--- src/rtl/vedic_pkg.sv ---
// ----------------------------------------------------------------------------
// vedic_pkg
// Shared constants and helpers for the pipelined Vedic multiplier.
//   VEDIC_PIPE_LAT   : register stages between input acceptance and result
//   vedic_width_ok() : legal operand width (even and at least 4)
//   vedic_cross_w()  : width of the S2 cross sum for a given operand width.
//                      With H = WIDTH/2 this is 2H+2 = WIDTH+2, wide enough to
//                      hold hl + lh + (ll >> H) without losing a carry.
// ----------------------------------------------------------------------------
package vedic_pkg;

    localparam int VEDIC_PIPE_LAT = 3;

    function automatic bit vedic_width_ok(input int width);
        return (width >= 4) && ((width % 2) == 0);
    endfunction

    function automatic int vedic_cross_w(input int width);
        return width + 2;
    endfunction

    // Cross-sum type for the default 16-bit build; the top derives its own
    // cross type from vedic_cross_w() so other widths work unchanged.
    typedef logic [vedic_cross_w(16)-1:0] vedic_cross16_t;

endpackage

--- src/rtl/vedic_mult_pipe_if.sv ---
// ----------------------------------------------------------------------------
// vedic_mult_pipe_if
// Operand/result stream bundle for vedic_mult_pipe.
//   in_valid/in_ready/a/b        : operand stream into the multiplier
//   out_valid/out_ready/result   : product stream out of the multiplier
// Handshake: a beat transfers on a rising edge where valid and ready are both
// 1. in_ready depends combinationally on out_ready (single global stall).
//   master : the producer/consumer side (drives operands and out_ready)
//   slave  : the multiplier side
// ----------------------------------------------------------------------------
interface vedic_mult_pipe_if #(
    parameter int WIDTH = 16
);
    logic               in_valid;
    logic               in_ready;
    logic [WIDTH-1:0]   a;
    logic [WIDTH-1:0]   b;
    logic               out_valid;
    logic               out_ready;
    logic [2*WIDTH-1:0] result;

    modport master (
        output in_valid, a, b, out_ready,
        input  in_ready, out_valid, result
    );

    modport slave (
        input  in_valid, a, b, out_ready,
        output in_ready, out_valid, result
    );
endinterface

--- src/rtl/vedic_half_mult.sv ---
// ----------------------------------------------------------------------------
// vedic_half_mult
// Combinational unsigned W x W Urdhva-Tiryakbhyam multiplier. Operands are
// split recursively into halves until 2x2 crosswise cells remain.
//   i_a, i_b : W-bit unsigned operands
//   o_p      : 2W-bit unsigned product
// Odd widths split into a narrower low part (L) and wider high part (U); the
// low part is zero-extended so all four sub-products share width U.
// ----------------------------------------------------------------------------
module vedic_half_mult #(
    parameter int W = 8
) (
    input  logic [W-1:0]   i_a,
    input  logic [W-1:0]   i_b,
    output logic [2*W-1:0] o_p
);
    generate
        if (W == 1) begin : g_bit
            assign o_p = {1'b0, i_a[0] & i_b[0]};
        end else if (W == 2) begin : g_cell
            // Vertical terms at the ends, crosswise sum in the middle.
            logic [1:0] w_t;
            logic [1:0] w_u;
            assign w_t = {1'b0, i_a[1] & i_b[0]} + {1'b0, i_a[0] & i_b[1]};
            assign w_u = {1'b0, i_a[1] & i_b[1]} + {1'b0, w_t[1]};
            assign o_p = {w_u, w_t[0], i_a[0] & i_b[0]};
        end else begin : g_split
            localparam int L = W / 2;
            localparam int U = W - L;
            logic [U-1:0]   w_al, w_ah, w_bl, w_bh;
            logic [2*U-1:0] w_ll, w_hl, w_lh, w_hh;

            assign w_al = U'(i_a[L-1:0]);
            assign w_bl = U'(i_b[L-1:0]);
            assign w_ah = i_a[W-1:L];
            assign w_bh = i_b[W-1:L];

            vedic_half_mult #(.W(U)) u_ll (.i_a(w_al), .i_b(w_bl), .o_p(w_ll));
            vedic_half_mult #(.W(U)) u_hl (.i_a(w_ah), .i_b(w_bl), .o_p(w_hl));
            vedic_half_mult #(.W(U)) u_lh (.i_a(w_al), .i_b(w_bh), .o_p(w_lh));
            vedic_half_mult #(.W(U)) u_hh (.i_a(w_ah), .i_b(w_bh), .o_p(w_hh));

            assign o_p = (2*W)'(w_ll)
                       + ((2*W)'(w_hl) << L)
                       + ((2*W)'(w_lh) << L)
                       + ((2*W)'(w_hh) << (2*L));
        end
    endgenerate
endmodule

--- src/rtl/vedic_mult_pipe.sv ---
// ----------------------------------------------------------------------------
// vedic_mult_pipe
// Three-stage pipelined Vedic multiplier with a valid/ready stream.
//   clk   : rising-edge clock
//   rst_n : synchronous active-low reset (clears valid bits and result)
//   s     : vedic_mult_pipe_if.slave (operands in, product out)
// Stages: S1 four H x H partial products, S2 cross sum, S3 final recombine.
// A single global enable freezes every stage while the output is stalled.
// Optional feature: define VEDIC_MULT_SIGNED_EN for two's complement operands
// (magnitudes are multiplied and the product is negated in S3).
// ----------------------------------------------------------------------------
module vedic_mult_pipe
    import vedic_pkg::*;
#(
    parameter int WIDTH = 16
) (
    input  logic             clk,
    input  logic             rst_n,
    vedic_mult_pipe_if.slave s
);
    localparam int H = WIDTH / 2;
    typedef logic [vedic_cross_w(WIDTH)-1:0] cross_t;

    generate
        if (!vedic_width_ok(WIDTH)) begin : g_bad_width
            $error("vedic_mult_pipe: WIDTH must be even and >= 4");
        end
    endgenerate

    logic w_stall;
    logic w_en;

    assign w_stall    = s.out_valid & ~s.out_ready;
    assign w_en       = ~w_stall;
    assign s.in_ready = w_en;

    // Operand magnitudes feeding the partial-product multipliers.
    logic [WIDTH-1:0] w_a_mag;
    logic [WIDTH-1:0] w_b_mag;

`ifdef VEDIC_MULT_SIGNED_EN
    logic w_sign;
    logic r_s1;
    logic r_s2;
    // -(-2^(WIDTH-1)) wraps to 2^(WIDTH-1), which is the correct unsigned magnitude.
    assign w_a_mag = s.a[WIDTH-1] ? (~s.a + WIDTH'(1)) : s.a;
    assign w_b_mag = s.b[WIDTH-1] ? (~s.b + WIDTH'(1)) : s.b;
    assign w_sign  = s.a[WIDTH-1] ^ s.b[WIDTH-1];
`else
    assign w_a_mag = s.a;
    assign w_b_mag = s.b;
`endif

    logic [2*H-1:0] w_ll, w_hl, w_lh, w_hh;

    vedic_half_mult #(.W(H)) u_ll (.i_a(w_a_mag[H-1:0]),     .i_b(w_b_mag[H-1:0]),     .o_p(w_ll));
    vedic_half_mult #(.W(H)) u_hl (.i_a(w_a_mag[WIDTH-1:H]), .i_b(w_b_mag[H-1:0]),     .o_p(w_hl));
    vedic_half_mult #(.W(H)) u_lh (.i_a(w_a_mag[H-1:0]),     .i_b(w_b_mag[WIDTH-1:H]), .o_p(w_lh));
    vedic_half_mult #(.W(H)) u_hh (.i_a(w_a_mag[WIDTH-1:H]), .i_b(w_b_mag[WIDTH-1:H]), .o_p(w_hh));

    // Stage registers.
    logic               r_v1, r_v2, r_v3;
    logic [2*H-1:0]     r_ll, r_hl, r_lh, r_hh;
    cross_t             r_cross;
    logic [H-1:0]       r_ll_lo;
    logic [2*H-1:0]     r_hh2;
    logic [2*WIDTH-1:0] r_result;

    cross_t             w_cross;
    logic [2*H-1:0]     w_top;
    logic [2*WIDTH-1:0] w_uprod;
    logic [2*WIDTH-1:0] w_final;

    assign w_cross = cross_t'(r_hl) + cross_t'(r_lh) + cross_t'(r_ll[2*H-1:H]);
    assign w_top   = r_hh2 + (2*H)'(r_cross[2*H+1:H]);
    assign w_uprod = {w_top, r_cross[H-1:0], r_ll_lo};

`ifdef VEDIC_MULT_SIGNED_EN
    assign w_final = r_s2 ? (~w_uprod + (2*WIDTH)'(1)) : w_uprod;
`else
    assign w_final = w_uprod;
`endif

    // Control path: valid bits and result are reset; result only loads real
    // products so it keeps its last value across bubbles.
    always_ff @(posedge clk) begin
        if (!rst_n) begin
            r_v1     <= 1'b0;
            r_v2     <= 1'b0;
            r_v3     <= 1'b0;
            r_result <= '0;
        end else if (w_en) begin
            r_v1 <= s.in_valid;
            r_v2 <= r_v1;
            r_v3 <= r_v2;
            if (r_v2) begin
                r_result <= w_final;
            end
        end
    end

    // Datapath: no reset needed, contents are qualified by the valid bits.
    always_ff @(posedge clk) begin
        if (w_en) begin
            r_ll    <= w_ll;
            r_hl    <= w_hl;
            r_lh    <= w_lh;
            r_hh    <= w_hh;
            r_cross <= w_cross;
            r_ll_lo <= r_ll[H-1:0];
            r_hh2   <= r_hh;
`ifdef VEDIC_MULT_SIGNED_EN
            r_s1    <= w_sign;
            r_s2    <= r_s1;
`endif
        end
    end

    assign s.out_valid = r_v3;
    assign s.result    = r_result;
endmodule

--- src/flat_wrapper.sv ---
// flat-port wrapper written by rule: the top's interface ports become plain ports
module vedic_mult_pipe_flat import vedic_pkg::*;
#(
    parameter int WIDTH = 16
)
  (clk, rst_n, s_in_valid, s_a, s_b, s_out_ready, s_in_ready, s_out_valid, s_result);
  vedic_mult_pipe_if #(.WIDTH(WIDTH)) s_i ();
  input  logic clk;
  input  logic rst_n;
  input wire logic [$bits(s_i.in_valid)-1:0] s_in_valid;
  input wire logic [$bits(s_i.a)-1:0] s_a;
  input wire logic [$bits(s_i.b)-1:0] s_b;
  input wire logic [$bits(s_i.out_ready)-1:0] s_out_ready;
  output wire logic [$bits(s_i.in_ready)-1:0] s_in_ready;
  output wire logic [$bits(s_i.out_valid)-1:0] s_out_valid;
  output wire logic [$bits(s_i.result)-1:0] s_result;
  assign s_i.in_valid = s_in_valid;
  assign s_i.a = s_a;
  assign s_i.b = s_b;
  assign s_i.out_ready = s_out_ready;
  assign s_in_ready = s_i.in_ready;
  assign s_out_valid = s_i.out_valid;
  assign s_result = s_i.result;
  vedic_mult_pipe #(.WIDTH(WIDTH)) u_core (.clk(clk), .rst_n(rst_n), .s(s_i));
endmodule
--- config.mk ---
export PLATFORM = sky130hd
export DESIGN_NAME = vedic_mult_pipe_flat
export DESIGN_NICKNAME = d
export VERILOG_FILES = /design/src/rtl/vedic_pkg.sv /design/src/rtl/vedic_mult_pipe_if.sv /design/src/rtl/vedic_half_mult.sv /design/src/rtl/vedic_mult_pipe.sv /design/src/flat_wrapper.sv
export SDC_FILE = /design/constraint.sdc
export NUM_CORES = 1
export LEC_CHECK = 0
export CORE_UTILIZATION = 55
export CTS_CLUSTER_SIZE = 12
export DETAILED_ROUTE_END_ITERATION = 8
export PLACE_DENSITY = 0.73
export SYNTH_ARGS = -nofsm -noshare
export SYNTH_HDL_FRONTEND = slang
export SYNTH_HIERARCHICAL = 1
export SYNTH_SLANG_ARGS = --single-unit
--- constraint.sdc ---
create_clock -name clk -period 6.5 [get_ports clk]
set_clock_uncertainty 0.2 [all_clocks]
set_input_delay 0.975 -clock clk [delete_from_list [all_inputs] [get_ports clk]]
set_output_delay 0.975 -clock clk [all_outputs]
set_load 0.02 [all_outputs]
## Word-level counts from Yosys, hierarchy flattened

Cells that the tools add are included.

- Flip-flop bits (word level): 141
- Bits in latches: 0
- RAM bits: 0
- Bits in read-only memories: 0
- Input bits: 36
- Output and inout bits: 34
- Word-level logic and storage cells: 462
- Memories: 0

- Add/sub/neg operators: 191
- Multipliers: 0
- Divide/modulo/power cells: 0
- Magnitude comparators: 0
- Equal/unequal tests: 0
- Shifts and indexed selects: 0
- Multiplexer cells: 0
- Bitwise logic cells: 259
- Reduce and logical (&&, ||, !) cells: 1

Operators with widths:

| kind | count |
|---|---|
| $and 1x1->1 | 257 |
| $add 1x1->2 | 128 |
| $add 8x6->8 | 16 |
| $add 8x8->8 | 16 |
| $add 4x6->7 | 16 |
| $add 16x16->16 | 4 |
| $add 13x12->14 | 4 |
| $add 8x12->13 | 4 |
| $add 18x8->18 | 1 |
| $add 16x16->17 | 1 |
| $add 16x10->16 | 1 |
| $not 1->1 | 2 |
| $reduce_and 2->1 | 1 |

## Longest topological paths before layout

- Depth in word-level cells: 9
- Gate-level depth with buffers: 21
- Mapped depth without buffers: 21

## Hierarchy

Netlist, hierarchy kept.

By module, submodules not included:

| module | instances | cells each | area each (um^2) | sequential area each (um^2) |
|---|---|---|---|---|
| vedic_mult_pipe | 1 | 446 | 6005.8 | 3883.7 |
| vedic_half_mult (u_core.u_hh.g_split.u_hh ...) | 16 | 27 | 249.0 | 0.0 |
| vedic_half_mult (u_core.u_hh.g_split.u_hh.g_split.u_hh ...) | 64 | 6 | 50.0 | 0.0 |
| vedic_half_mult (u_core.u_hh ...) | 4 | 66 | 564.3 | 0.0 |

## Least setup slack after synthesis

No wires, ideal clock.

- Path type: in2reg
- Start: input port s_out_ready
- End: register u_core.r_result[19] (netlist: u_core/s.result[19])
- Library setup time: 0.115 ns
- Arrival: 5.287 ns
- Data required time: 6.185 ns
- Setup slack: 0.898 ns
- Stages: 7
- Path buffers: 2
- Path through: nand2b_1 > clkbuf_1 > nand2_1 > clkbuf_1 > nand2_1 > o21ai_0 > and2_1

- Longest elaborated chain between the ends: 4

Ends and longest elaborated chain:

| element | RTL line | source |
|---|---|---|
| start: declaration | flat_wrapper.sv:13 | `input wire logic [$bits(s_i.out_ready)-1:0] s_out_ready;` |
| $not 1->1 | vedic_mult_pipe.sv:33 | `assign w_stall = s.out_valid & ~s.out_ready;` |
| $and 1x1->1 | vedic_mult_pipe.sv:33 |  |
| $not 1->1 | -- |  |
| named net s_in_ready | flat_wrapper.sv:14 | `output wire logic [$bits(s_i.in_ready)-1:0] s_in_ready;` |
| $reduce_and 2->1 (no line) | -- |  |
| end signal: assignment | vedic_mult_pipe.sv:97 | `r_result <= w_final;` |
| end: declaration | vedic_mult_pipe.sv:67 | `logic [2*WIDTH-1:0] r_result;` |

The timed path passes the listed nets, and every way through them passes these cells.
A chain may end at the register's enable or synchronous reset.

## Worst setup path after layout

- Start: input port s_a[8]
- End: register u_core.r_hl[15], data pin

- Longest elaborated chain between the ends: 9
- Elaborated cells between the ends (all ways): 25
- Those cells by class: add/sub: 17; bitwise: 8

Ends and longest elaborated chain:

| element | RTL line | source |
|---|---|---|
| start: declaration | flat_wrapper.sv:11 | `input wire logic [$bits(s_i.a)-1:0] s_a;` |
| $and 1x1->1 | vedic_half_mult.sv:24 | `assign w_t = {1'b0, i_a[1] & i_b[0]} + {1'b0, i_a[0] & i_b[1]};` |
| $add 1x1->2 | vedic_half_mult.sv:24 |  |
| $add 1x1->2 | vedic_half_mult.sv:25 | `assign w_u = {1'b0, i_a[1] & i_b[1]} + {1'b0, w_t[1]};` |
| named net u_core.u_hl.g_split.u_ll.g_split.w_ll[2] | vedic_half_mult.sv:31 | `logic [2*U-1:0] w_ll, w_hl, w_lh, w_hh;` |
| $add 4x6->7 | vedic_half_mult.sv:44 | `+ ((2*W)'(w_hl) << L)` |
| $add 8x6->8 | vedic_half_mult.sv:45 | `+ ((2*W)'(w_lh) << L)` |
| $add 8x8->8 | vedic_half_mult.sv:46 | `+ ((2*W)'(w_hh) << (2*L));` |
| named net u_core.u_hl.g_split.w_ll[7] | vedic_half_mult.sv:31 |  |
| $add 8x12->13 | vedic_half_mult.sv:44 |  |
| $add 13x12->14 | vedic_half_mult.sv:45 |  |
| $add 16x16->16 | vedic_half_mult.sv:46 |  |
| named net u_core.w_hl[15] | vedic_mult_pipe.sv:54 | `logic [2*H-1:0] w_ll, w_hl, w_lh, w_hh;` |
| end signal: assignment | vedic_mult_pipe.sv:106 | `r_hl <= w_hl;` |
| end: declaration | vedic_mult_pipe.sv:63 | `logic [2*H-1:0] r_ll, r_hl, r_lh, r_hh;` |

The timed path passes the listed nets, and every way through them passes these cells.

==> key figures <==
Run status
  – Status: finished clean

STA
  – Tmin final: 5.83 ns
  – Peak Freq: 0.172 GHz
  – Worst hold margin: 0.220 ns
  – Period Utilization, post-route: 89.7%
  – RSZ-0062 raised after global routing: false
  – Final max-slew violation count: 0
  – Final hold vios: 0
  – Final setup viols: 0
  – Worst-margin pin slew: 0.940 ns
  – Relative slew slack: 37.2%
  – Setup TNS: 0 ns
  – Setup ws final: 0.672 ns

Route
  – Post-DRT Antenna Nets: 0
  – DRT iter0 DRCs: 546
  – Initial DRT Pass Iterations: 5
  – Routed wire length: 32.1 mm
  – Vias/cell: 5.20
  – DR DRC count: 0
  – Wire per inst: 16.0 um
  – Routed via count: 10.4k

Floorplanning
  – Die Wd: 170 um
  – Starting Density: 56.7%
  – Num ports: 70
  – Cell row count: 60
  – Chip Height: 170 um
  – Die ar.: 28,800 um2
  – Core area: 27,300 um2

Critical path
  – WP data required: 6.44 ns
  – Crit path kind: input pin to register
  – CP Launch Type: input pin
  – CP max FO: 12
  – Critical path data arrival time: 5.77 ns
  – Worst setup EP type: register

Clock network
  – CTS Sinks: 141
  – Root buffer cell: clkbuf_16
  – H-tree depth: 4
  – Clock transition at the registers of the reported paths: 0.06 ns
  – TritonCTS clock tree: yes
  – CTS-repair resized insts: 0
  – CTS Buffer Depth: 2
  – Clk_lat worst skew: 0.41 ns
  – Hold_buf cts: 0
  – Post-CTS Setup Bufs: 0
  – TritonCTS Buffers: 17

Pwr
  – Internal Power: 3.66 mW
  – Combinational Power Share: 59.1%
  – Sw Share: 40.8%
  – Part of the power in registers: 26.3%
  – Clk pwr share: 14.6%
  – Worst vdd ir: 311 uV
  – P_leak: 8.20 nW
  – Pwr dens: 357 nW/um2
  – P_sw: 2.52 mW

Cells and area
  – Most frequent cells in the layout: and2_1 (260), ha_1 (257), inv_1 (191)
  – Commonest non-fill, non-tap cell in the layout: and2_1
  – Antenna diodes: 0
  – Layout area overhead: 11.8%
  – Layout Nets: 2,039
  – Layout cells sized above 1: 6.31%
  – Final Util: 63.4%

Synth
  – Distinct cells, synth: 49
  – Syn avg cell area: 10.1 um2
  – Seq cells post-synth: 141
  – Ys Warns: 6
  – Net Count, Synth: 1,945
  – Cells after Synth: 1,526
  – Sequential element share of the synthesized area: 25.1%
  – Mapped Area: 15,400 um2

Flow run
  – # Max-Cap Violations: 0

GRT
  – Initial antenna violation count: 0
  – Largest net degree at the start of global routing: 61
  – Gr usage total: 23.7%
  – Global-route wire length before repair: 53.0 mm
  – Vias in the first global route: 10.4k
  – Grt total ovfl: 0

Placement
  – Routability cong.: 0.861
  – Port-buffer cells: 69
  – Post-Place Worst Slack: 0.273 ns
  – HPWL after detailed placement: 25.6 mm

Worst hold path
  – HP Class: register to register
## cell type report
| cell class | count | area, um2 |
|---|---|---|
| Multi-Input combinational cell | 1179 | 10800 |
| Fill cell | 2268 | 9980 |
| Sequential cell | 141 | 3880 |
| Timing Repair Buffer | 90 | 848 |
| Inverter | 191 | 717 |
| Tap cell | 372 | 465 |
| Clock buffer | 18 | 429 |
| Clock inverter | 14 | 133 |
## critical path, stage by stage
cell and delay [ns]:
clkdlybuf4s50_1 0.71, and2_1 0.33, ha_1 0.19, ha_1 0.27
inv_1 0.05, fa_1 0.38, inv_1 0.09, ha_1 0.17
inv_1 0.06, fa_1 0.40, nand2b_1 0.18, a21oi_2 0.14
xor2_1 0.20, fa_1 0.45, ha_1 0.36, nor2b_4 0.15
o31a_1 0.28, o21ai_2 0.18, nor2_1 0.08, xor2_1 0.14
## state kept, by name, summed over array words and instances (netlist names)
register and count:
u_core/s.result 32, u_core/r_cross 18, u_core/r_hh2 16, u_core/r_hh 16
u_core/r_hl 16, u_core/r_lh 16, u_core/r_ll 16, u_core/r_ll_lo 8
u_core/r_v1 1, u_core/r_v2 1, u_core/s.out_valid 1
## per-layer routing
layer / vias to the layer above / part of all wire (%) / track usage, %
met2: 181 / 45 / 39.0
li1: 5251 / - / -
met1: 4980 / 51 / 34.0
met5: - / 0 / 0
met3: 14 / 3.0 / 2.08
met4: 0 / 0.76 / 4.66
## cell families (layout without fill, tap and decap cells)
| group | Yosys count | after routing | synth area share, % |
|---|---|---|---|
| muxes | 1 | 1 | 0.0648 |
| DFF | 141 | 141 | 25.1 |
| buffers and inverters | 206 | 313 | 5.04 |
| and+or+nand+nor | 471 | 471 | 16.9 |
| AOI/OAI and AO/OA | 219 | 219 | 9.76 |
| adders and majority gates | 383 | 383 | 37.1 |
| xor gates and xnor gates | 105 | 105 | 5.95 |
## power groups by stage
stage / Clock [mW] / Sequential [mW] / Combinational [mW]
final: 0.900 / 1.62 / 3.65
after global routing: 0.950 / 1.66 / 4.09
after global placement: 0 / 1.63 / 3.49
after detailed placement: 0 / 1.64 / 3.58
after CTS: 0.917 / 1.63 / 3.62
after floorplan: 0 / 1.62 / 2.79
## synth_stat cells (all sizes together)
library cell  number  area (um2)
edfxtp           106        3180
xor2              33         289
xnor2             72         631
a21boi            22         165
clkbuf            13        48.8
nand4b             4        35.0
a21oi             79         538
a211oi             7        52.6
nor2b              8        80.1
dfxtp             35         701
a2bb2oi            1        15.0
or4b               1        10.0
nand2b            24         150
or2                1        6.26
inv              191         717
nor3               8        40.0
a2111oi            1        15.0
fa               126        2520
a211o              1        8.76
nand3             12        60.1
and3               1        6.26
o211a              2        20.0
a31oi              7        43.8
mux2i              1        10.0
ha               257        3220
o31a               4        35.0
nand2             77         289
nor3b              1        7.51
nand4              2        12.5
o221ai             2        17.5
or3                1        6.26
o211ai             3        22.5
o21a              12        90.1
o31ai              1        7.51
buf                2        12.5
nor2              69         269
o21bai             5        37.5
o21ai             48         259
a21o              24         180
and2             262        1640
## final timing paths
check	from	to	slack [ns]	cells after the start
worst min register to register	u_core/r_hh[6]	u_core/r_hh2[6]	0.22	0
worst max-delay path	s_a[8]	u_core/r_hl[15]	0.67	20
worst max register to register	u_core/r_ll[10]	u_core/r_cross[14]	3.41	8
worst min-delay path	u_core/r_hh[6]	u_core/r_hh2[6]	0.22	0
## metrics by stage
stage / power [mW] / std cells / cell area (um2)
floorplan: 4.40 / 1526 / 15400
global placement: 5.13 / 1973 / 16700
detailed placement: 5.22 / 1973 / 16700
CTS: 6.17 / 2005 / 17300
global route: 6.70 / 2005 / 17300
finish: 6.17 / 2005 / 17300
No activity file was read; power rests on OpenSTA's default activity.
